File: src/rtl/ff_queue_pkg.sv
// Shared constants, pointer/count typedefs and pointer-wrap helper for ff_queue_1r_1w.
package ff_queue_pkg;

    localparam int DEFAULT_DATA_WIDTH = 32;
    localparam int DEFAULT_DEPTH      = 4;
    localparam int DEFAULT_PTR_WIDTH  = $clog2(DEFAULT_DEPTH);

    typedef logic [DEFAULT_PTR_WIDTH-1:0] ptr_t;
    typedef logic [DEFAULT_PTR_WIDTH:0]   cnt_t;

    // Depth is a power of two, so masking is the same as the natural pointer overflow.
    function automatic int unsigned next_ptr(input int unsigned ptr, input int unsigned depth);
        return (ptr + 1) & (depth - 1);
    endfunction

endpackage

File: src/rtl/ff_queue_entry.sv
// One payload slot of ff_queue_1r_1w: a DATA_WIDTH flop with write enable.
module ff_queue_entry
    import ff_queue_pkg::*;
#(
    parameter int DATA_WIDTH = DEFAULT_DATA_WIDTH
) (
    input  logic                  clk,
    input  logic                  rst_n,
    input  logic                  wr_en,
    input  logic [DATA_WIDTH-1:0] wr_data,
    output logic [DATA_WIDTH-1:0] data
);

    always_ff @(posedge clk or negedge rst_n) begin
        if (!rst_n) begin
            data <= '0;
        end else if (wr_en) begin
            data <= wr_data;
        end
    end

endmodule

File: src/rtl/ff_queue_1r_1w.sv
// Circular flop queue with valid/ready push and pop, combinational head read.
// Optional zero-latency fall-through when empty: define FF_QUEUE_BYPASS_EN.
module ff_queue_1r_1w
    import ff_queue_pkg::*;
#(
    parameter int  DATA_WIDTH = DEFAULT_DATA_WIDTH,
    parameter int  DEPTH      = DEFAULT_DEPTH,
    localparam int PTR_WIDTH  = $clog2(DEPTH)
) (
    input  logic                  clk,
    input  logic                  rst_n,
    input  logic                  push_valid_i,
    output logic                  push_ready_o,
    input  logic [DATA_WIDTH-1:0] push_data_i,
    output logic                  pop_valid_o,
    input  logic                  pop_ready_i,
    output logic [DATA_WIDTH-1:0] pop_data_o,
    output logic [PTR_WIDTH:0]    count_o,
    input  logic                  flush_i
);

    localparam int                   CNT_WIDTH  = PTR_WIDTH + 1;
    localparam logic [CNT_WIDTH-1:0] FULL_COUNT = CNT_WIDTH'(DEPTH);

    if (DEPTH < 2 || (DEPTH & (DEPTH - 1)) != 0) begin : g_depth_check
        $error("ff_queue_1r_1w: DEPTH must be a power of two and at least 2");
    end

    logic [PTR_WIDTH-1:0]  head_q;
    logic [PTR_WIDTH-1:0]  tail_q;
    logic [CNT_WIDTH-1:0]  count_q;
    logic [DATA_WIDTH-1:0] entry_q [DEPTH];
    logic                  stored_valid;
    logic                  bypass_take;
    logic                  push_fire;
    logic                  pop_fire;

    assign stored_valid = (count_q != '0);
    assign push_ready_o = (count_q != FULL_COUNT);
    assign count_o      = count_q;

`ifdef FF_QUEUE_BYPASS_EN
    logic bypass;

    // An empty queue presents the incoming item directly; if taken, it never lands in storage.
    assign bypass      = !stored_valid && push_valid_i;
    assign bypass_take = bypass && pop_ready_i;
    assign pop_valid_o = stored_valid || bypass;
    assign pop_data_o  = bypass       ? push_data_i :
                         stored_valid ? entry_q[head_q] : '0;
`else
    assign bypass_take = 1'b0;
    assign pop_valid_o = stored_valid;
    assign pop_data_o  = stored_valid ? entry_q[head_q] : '0;
`endif

    assign push_fire = push_valid_i && push_ready_o && !flush_i && !bypass_take;
    assign pop_fire  = stored_valid && pop_ready_i && !flush_i;

    always_ff @(posedge clk or negedge rst_n) begin
        if (!rst_n) begin
            head_q  <= '0;
            tail_q  <= '0;
            count_q <= '0;
        end else if (flush_i) begin
            head_q  <= '0;
            tail_q  <= '0;
            count_q <= '0;
        end else begin
            if (push_fire) begin
                tail_q <= PTR_WIDTH'(next_ptr(32'(tail_q), DEPTH));
            end
            if (pop_fire) begin
                head_q <= PTR_WIDTH'(next_ptr(32'(head_q), DEPTH));
            end
            case ({push_fire, pop_fire})
                2'b10:   count_q <= count_q + 1'b1;
                2'b01:   count_q <= count_q - 1'b1;
                default: count_q <= count_q;
            endcase
        end
    end

    for (genvar i = 0; i < DEPTH; i++) begin : g_entry
        ff_queue_entry #(
            .DATA_WIDTH(DATA_WIDTH)
        ) u_entry (
            .clk    (clk),
            .rst_n  (rst_n),
            .wr_en  (push_fire && (tail_q == PTR_WIDTH'(i))),
            .wr_data(push_data_i),
            .data   (entry_q[i])
        );
    end

endmodule

File: config.mk
export PLATFORM = sky130hd
export DESIGN_NAME = ff_queue_1r_1w
export DESIGN_NICKNAME = d
export VERILOG_FILES = /design/src/rtl/ff_queue_pkg.sv /design/src/rtl/ff_queue_entry.sv /design/src/rtl/ff_queue_1r_1w.sv
export SDC_FILE = /design/constraint.sdc
export NUM_CORES = 1
export LEC_CHECK = 0
export CORE_MARGIN = 5
export CORE_UTILIZATION = 35
export CTS_BUF_LIST = sky130_fd_sc_hd__clkbuf_2
export CTS_CLUSTER_DIAMETER = 60
export CTS_CLUSTER_SIZE = 30
export DETAILED_ROUTE_END_ITERATION = 16
export DONT_BUFFER_PORTS = 1
export GPL_TIMING_DRIVEN = 0
export PLACE_DENSITY = 0.52
export RECOVER_POWER = 25
export SLEW_MARGIN = 10
export SYNTH_ARGS = -nofsm -noshare
export SYNTH_HDL_FRONTEND = slang
export SYNTH_SLANG_ARGS = --single-unit
File: constraint.sdc
create_clock -name clk -period 6.4 [get_ports clk]
set_clock_uncertainty 0.2 [all_clocks]
set_input_delay 0.96 -clock clk [delete_from_list [all_inputs] [get_ports clk]]
set_output_delay 0.96 -clock clk [all_outputs]
set_load 0.01 [all_outputs]
Yosys cells after proc, flatten, opt, wreduce, memory -nomap -nowiden
Index checks and enable logic that the tools add are counted.
Cells by class
  add/subtract/negate cells: 4
  multiply operators: 0
  div/mod/pow operators: 0
  magnitude comparators: 1
  eq/ne operators: 6
  shift operators: 0
  multiplexer cells: 10
  bitwise gates (word level): 1
  reduce and logical (&&, ||, !) cells: 14
Operators by type and width (number)
  2-to-1 mux 32 bit: 3
  binary-select mux 32 bit (select 2 bit): 1
  logical AND 1 bit: 8
  2-to-1 mux 2 bit: 4
  equality test 2 bit, second input constant: 3
  one-hot mux 3 bit (2 select lines): 1
  nonzero test 3 bit: 2
  adder 2 x 1 -> 2 bit, second input constant: 2
  equality test 2 x 1 -> 1 bit, second input constant: 2
  nonzero test 2 bit: 2
  adder 3 x 1 -> 3 bit, second input constant: 1
  >= comparator 3 bit, second input constant: 1
  2-to-1 mux 3 bit: 1
  inequality test 3 bit, second input constant: 1
  inverter 2 -> 3 bit: 1
  subtractor 3 x 1 -> 3 bit, second input constant: 1
  zero test 2 bit: 1
  zero test 1 bit: 1
Word-level totals
  flip-flop bits (word level): 135
  bits in latches: 0
  memory bits (writable): 0
  bits in read-only memories: 0
  output and inout port bits: 37
  word-level logic and storage cells: 43
  memories kept: 0

Logic depth before layout (Yosys ltp)
  depth in word-level cells: 6
  gate-level depth with buffers: 7
  gate-level depth less buffers: 6

Cells and area by module
A second synthesis with hierarchy kept.
Unflattened totals
  cell total of the unflattened synthesis: 413
  area, all modules: 6954.2 um^2
By module, submodules not included
  ff_queue_entry: instances 4, cells each 68, area each 1345.0 um^2, sequential area each 800.8 um^2
  ff_queue_1r_1w: instances 1, cells each 141, area each 1574.0 um^2, sequential area each 175.2 um^2

Worst setup path after synthesis
No wires, ideal clock.
  path kind: flip-flop to output port
  start: register head_q[0]
  end: output port pop_data_o[10]
  arrival: 1.496 ns
  path slack: 3.744 ns
  stages on the path, launching flop included: 5
  cell sequence: dfrtp_1 > buf_2 > buf_2 > mux4_2 > and2_1
Between the ends
  longest elaborated chain between the ends: 5
Ends and longest elaborated chain
  start: declaration: RTL line ff_queue_1r_1w.sv:29  | logic [PTR_WIDTH-1:0] head_q;
  start signal: assignment: RTL line ff_queue_1r_1w.sv:74  | head_q <= PTR_WIDTH'(next_ptr(32'(head_q), DEPTH));
  inverter 2 -> 3 bit (implied by the code): RTL line ff_queue_1r_1w.sv:54  | assign pop_data_o = stored_valid ? entry_q[head_q] : '0;
  binary-select mux 32 bit (select 2 bit): RTL line ff_queue_1r_1w.sv:54
  2-to-1 mux 32 bit (implied by the code) (2 in a row): RTL line ff_queue_1r_1w.sv:54
  2-to-1 mux 32 bit: RTL line ff_queue_1r_1w.sv:54
  end: declaration: RTL line ff_queue_1r_1w.sv:17  | output logic [DATA_WIDTH-1:0] pop_data_o,
No other way between the ends. The select of a mux whose other input is x is not followed.

==> results.cfg <==
[power_and_ir_drop]
vdd_drop_max_v = 0.0001275
pwr-share-seq = 0.478
p_sw_mw = 0.7233
intPower_mw = 1.869
power_density_mw_per_mm2 = 366.6
clkPwrFrac = 0.250
power_frac_comb = 0.272
power.share.switching = 0.2790
p_leak_nw = 3.056
total_power_mw = 2.592

[placed_design]
globalplace.congestion = 0.7342
port_buffers = 0
placed_area_mm2 = 0.006748
post-dp-hpwl_mm = 8.922

[timing]
drv_slew = 136
max-slew-margin-rel = -1.245
tightest_slew_ns = 3.368
finalCritPeriodShare = 0.6404
tns_ns = 0
hold_viol = 0
setup_viol = 0
hold-worst-slack_ns = 0.2095
max_freq_mhz = 244.0
grt_setup_unrepaired = false
period_minus_slack_ns = 4.099

[yosys]
synth_top_area_frac = 0.5229
async_reset_ff_frac = 1.000
synth_compound_area_frac = 0.02014
synth_fa_ha_area_frac = 0.01084
ys_seq_elements = 135
yosysWarnings = 0
synth_commonest_cells = dfrtp_1, mux2_2, and2_1, mux4_2, mux2_4
yosysMostFrequentCell = dfrtp_1
synth_cell_types = 38
synth.area.top_cells = dfrtp_1, mux2_2, mux4_2, mux2_4, and2_1
ys_seq_area_frac = 0.5229
synthFlopType = dfrtp_1
synthMuxAreaShare = 0.3521
synth_edf_count = 0
postSynthAreaPerCell_um2 = 15.72
synth_fp_nets = 453
synth_top_family_by_area = multiplexers
synth_area_leader_cell = dfrtp_1
synth_xor_area_frac = 0.005422
syn_area_mm2 = 0.006461
synthSimpleGateAreaFrac = 0.05306
syn_inst = 411

[setup_path]
r2r_slack_ns = 3.85
reg2reg_depth = 6
worst-path-max-fanout = 135
crit_buf_inv = 2
critical_path_class = input port to async pin
endpoint_kind = async pin
critPathTopFamily = buffers and inverters
cpPeakStageDelay_ns = 2.26
critPathSlowestCell = clkbuf_2
required_ns = 6.28
arrival_ns = 3.98
cp-start-kind = input port
worstReg2RegStart = count_o[1]
worstPathCellList = dlygate4sd3_1, clkbuf_2
regToRegEndpoint = count_o[2]

[min_path]
worstHoldPathCells = 1
worstHoldStart = push_data_i[1]
holdPathEnd = g_entry[2].u_entry.data[1]
hold_class = input port to register

[floorplanning]
die_height_um = 145.9
dieArea_mm2 = 0.02128
die_w_um = 145.9
initial_core_util = 0.3572
core_area_mm2 = 0.01809
io_pins = 74
rows = 49

[outcome]
violations = max-capacitance violations, max-slew violations
status = complete, but fails checks

[clocking]
cts_made_buffers = 17
htreeDepth = 4
cts_hold_buf = 1
cts_buffer_depth = 2
cts.repair.resized = 0
cts_sinks = 135
cts_tree = done
post_cts_buffers = 0
clk_latency_ns = 0.67
path_clk_slew_ns = 0.21
cts_root_buf = clkbuf_2

[drt]
viasPerCell = 5.185
drc = 0
drt_iter0_drc = 149
ant_nets = 0
drt_wl_total_mm = 13.90
wl_met2_mm = 6.726
routedWlPerCell_um = 20.59
dr.pass1.iters = 4
vias = 3500
drt-met1-wl_mm = 5.991
wl_met3_mm = 1.034
topRoutingLayerUsed = met4

[global_routing]
grt_pass1_wl_mm = 22.30
grt_usage = 0.1362
antenna_found_initial = 1
grt_overflow = 0
first_global_vias = 3866
grt_max_degree = 136

[layout]
drive_above_1_share = 0.4831
area_delta_synth_final_pct = 9.450
nets = 474
final_area_mm2 = 0.007072

[run]
cap_viol_max_count = 1
[sequential cells by signal, summed over array words and instances, names as in the netlist]
name                  cells
head_q                    2
count_o                   3
g_entry.u_entry.data    128
tail_q                    2
[layout make-up]
type | instances | area [µm²]
fillers | 1696 | 11010
plain buffers | 29 | 207.7
multi-input cells | 241 | 2841
well taps | 229 | 286.5
inverters | 6 | 22.52
flip-flops and latches | 135 | 3378
repair buffers | 2 | 15.01
clock buffers | 17 | 85.08
diodes | 1 | 2.502
clock inverters | 15 | 232.7
[per-layer routing]
metal	vias to the layer above	global-route usage
met5	-	0
met4	0	0.04416
met3	8	0.05575
met2	77	0.2119
met1	1871	0.1736
li1	1544	-
[power groups by stage]
stage	registers, mW	clock network (mW)	logic [mW]
after floorplan	1.21	0	0.593
after global placement	1.24	0	0.686
after detailed placement	1.26	0	0.702
after CTS	1.24	0.672	0.725
after global routing	1.27	0.705	0.773
final	1.24	0.649	0.705
[through the flow]
stage,util,setup WS [ns],std cells
final,0.3910,2.301,675
after global routing,0.3910,1.628,675
after CTS,0.3922,2.502,673
after detailed placement,0.3731,3.308,640
after global placement,0.3731,3.317,640
after floorplan,-,3.744,411
[layout by cell type (no fill, tap or decap), types with 2 or more instances in the layout]
master and instances:
a21oi_1 4, a31oi_1 2, and2_1 32, buf_12 3
buf_2 7, buf_4 9, bufinv_16 6, clkbuf_1 9
clkbuf_2 18, clkinv_1 3, clkinv_2 2, clkinvlp_4 3
dfrtp_1 135, ha_1 4, inv_1 6, mux2_2 98
mux2_4 30, mux4_2 32, nand3_1 5, nand3b_1 3
nor2_1 4, nor3_1 2, o21ai_0 3, o311ai_0 2
o31ai_1 2, xnor2_1 2, xor2_1 2
[worst max path at each step]
stage	start	end	cells after the start
2_1_floorplan	head_q[0]	pop_data_o[10]	4
3_3_place_gp	head_q[1]	pop_data_o[20]	4
3_5_place_dp	head_q[1]	pop_data_o[20]	4
5_1_grt	rst_n	g_entry[1].u_entry.data[14]	2
4_1_cts	head_q[1]	pop_data_o[20]	4
6_report	rst_n	g_entry[3].u_entry.data[25]	2
[cell families after synthesis]
kind of cell / Yosys count
AOI/OAI and AO/OA: 19
xor gates and xnor gates: 4
adders and majority gates: 5
buffers and inverters: 35
DFF: 135
muxes: 160
and+or+nand+nor: 53
(Power assumes the default switching activity.)
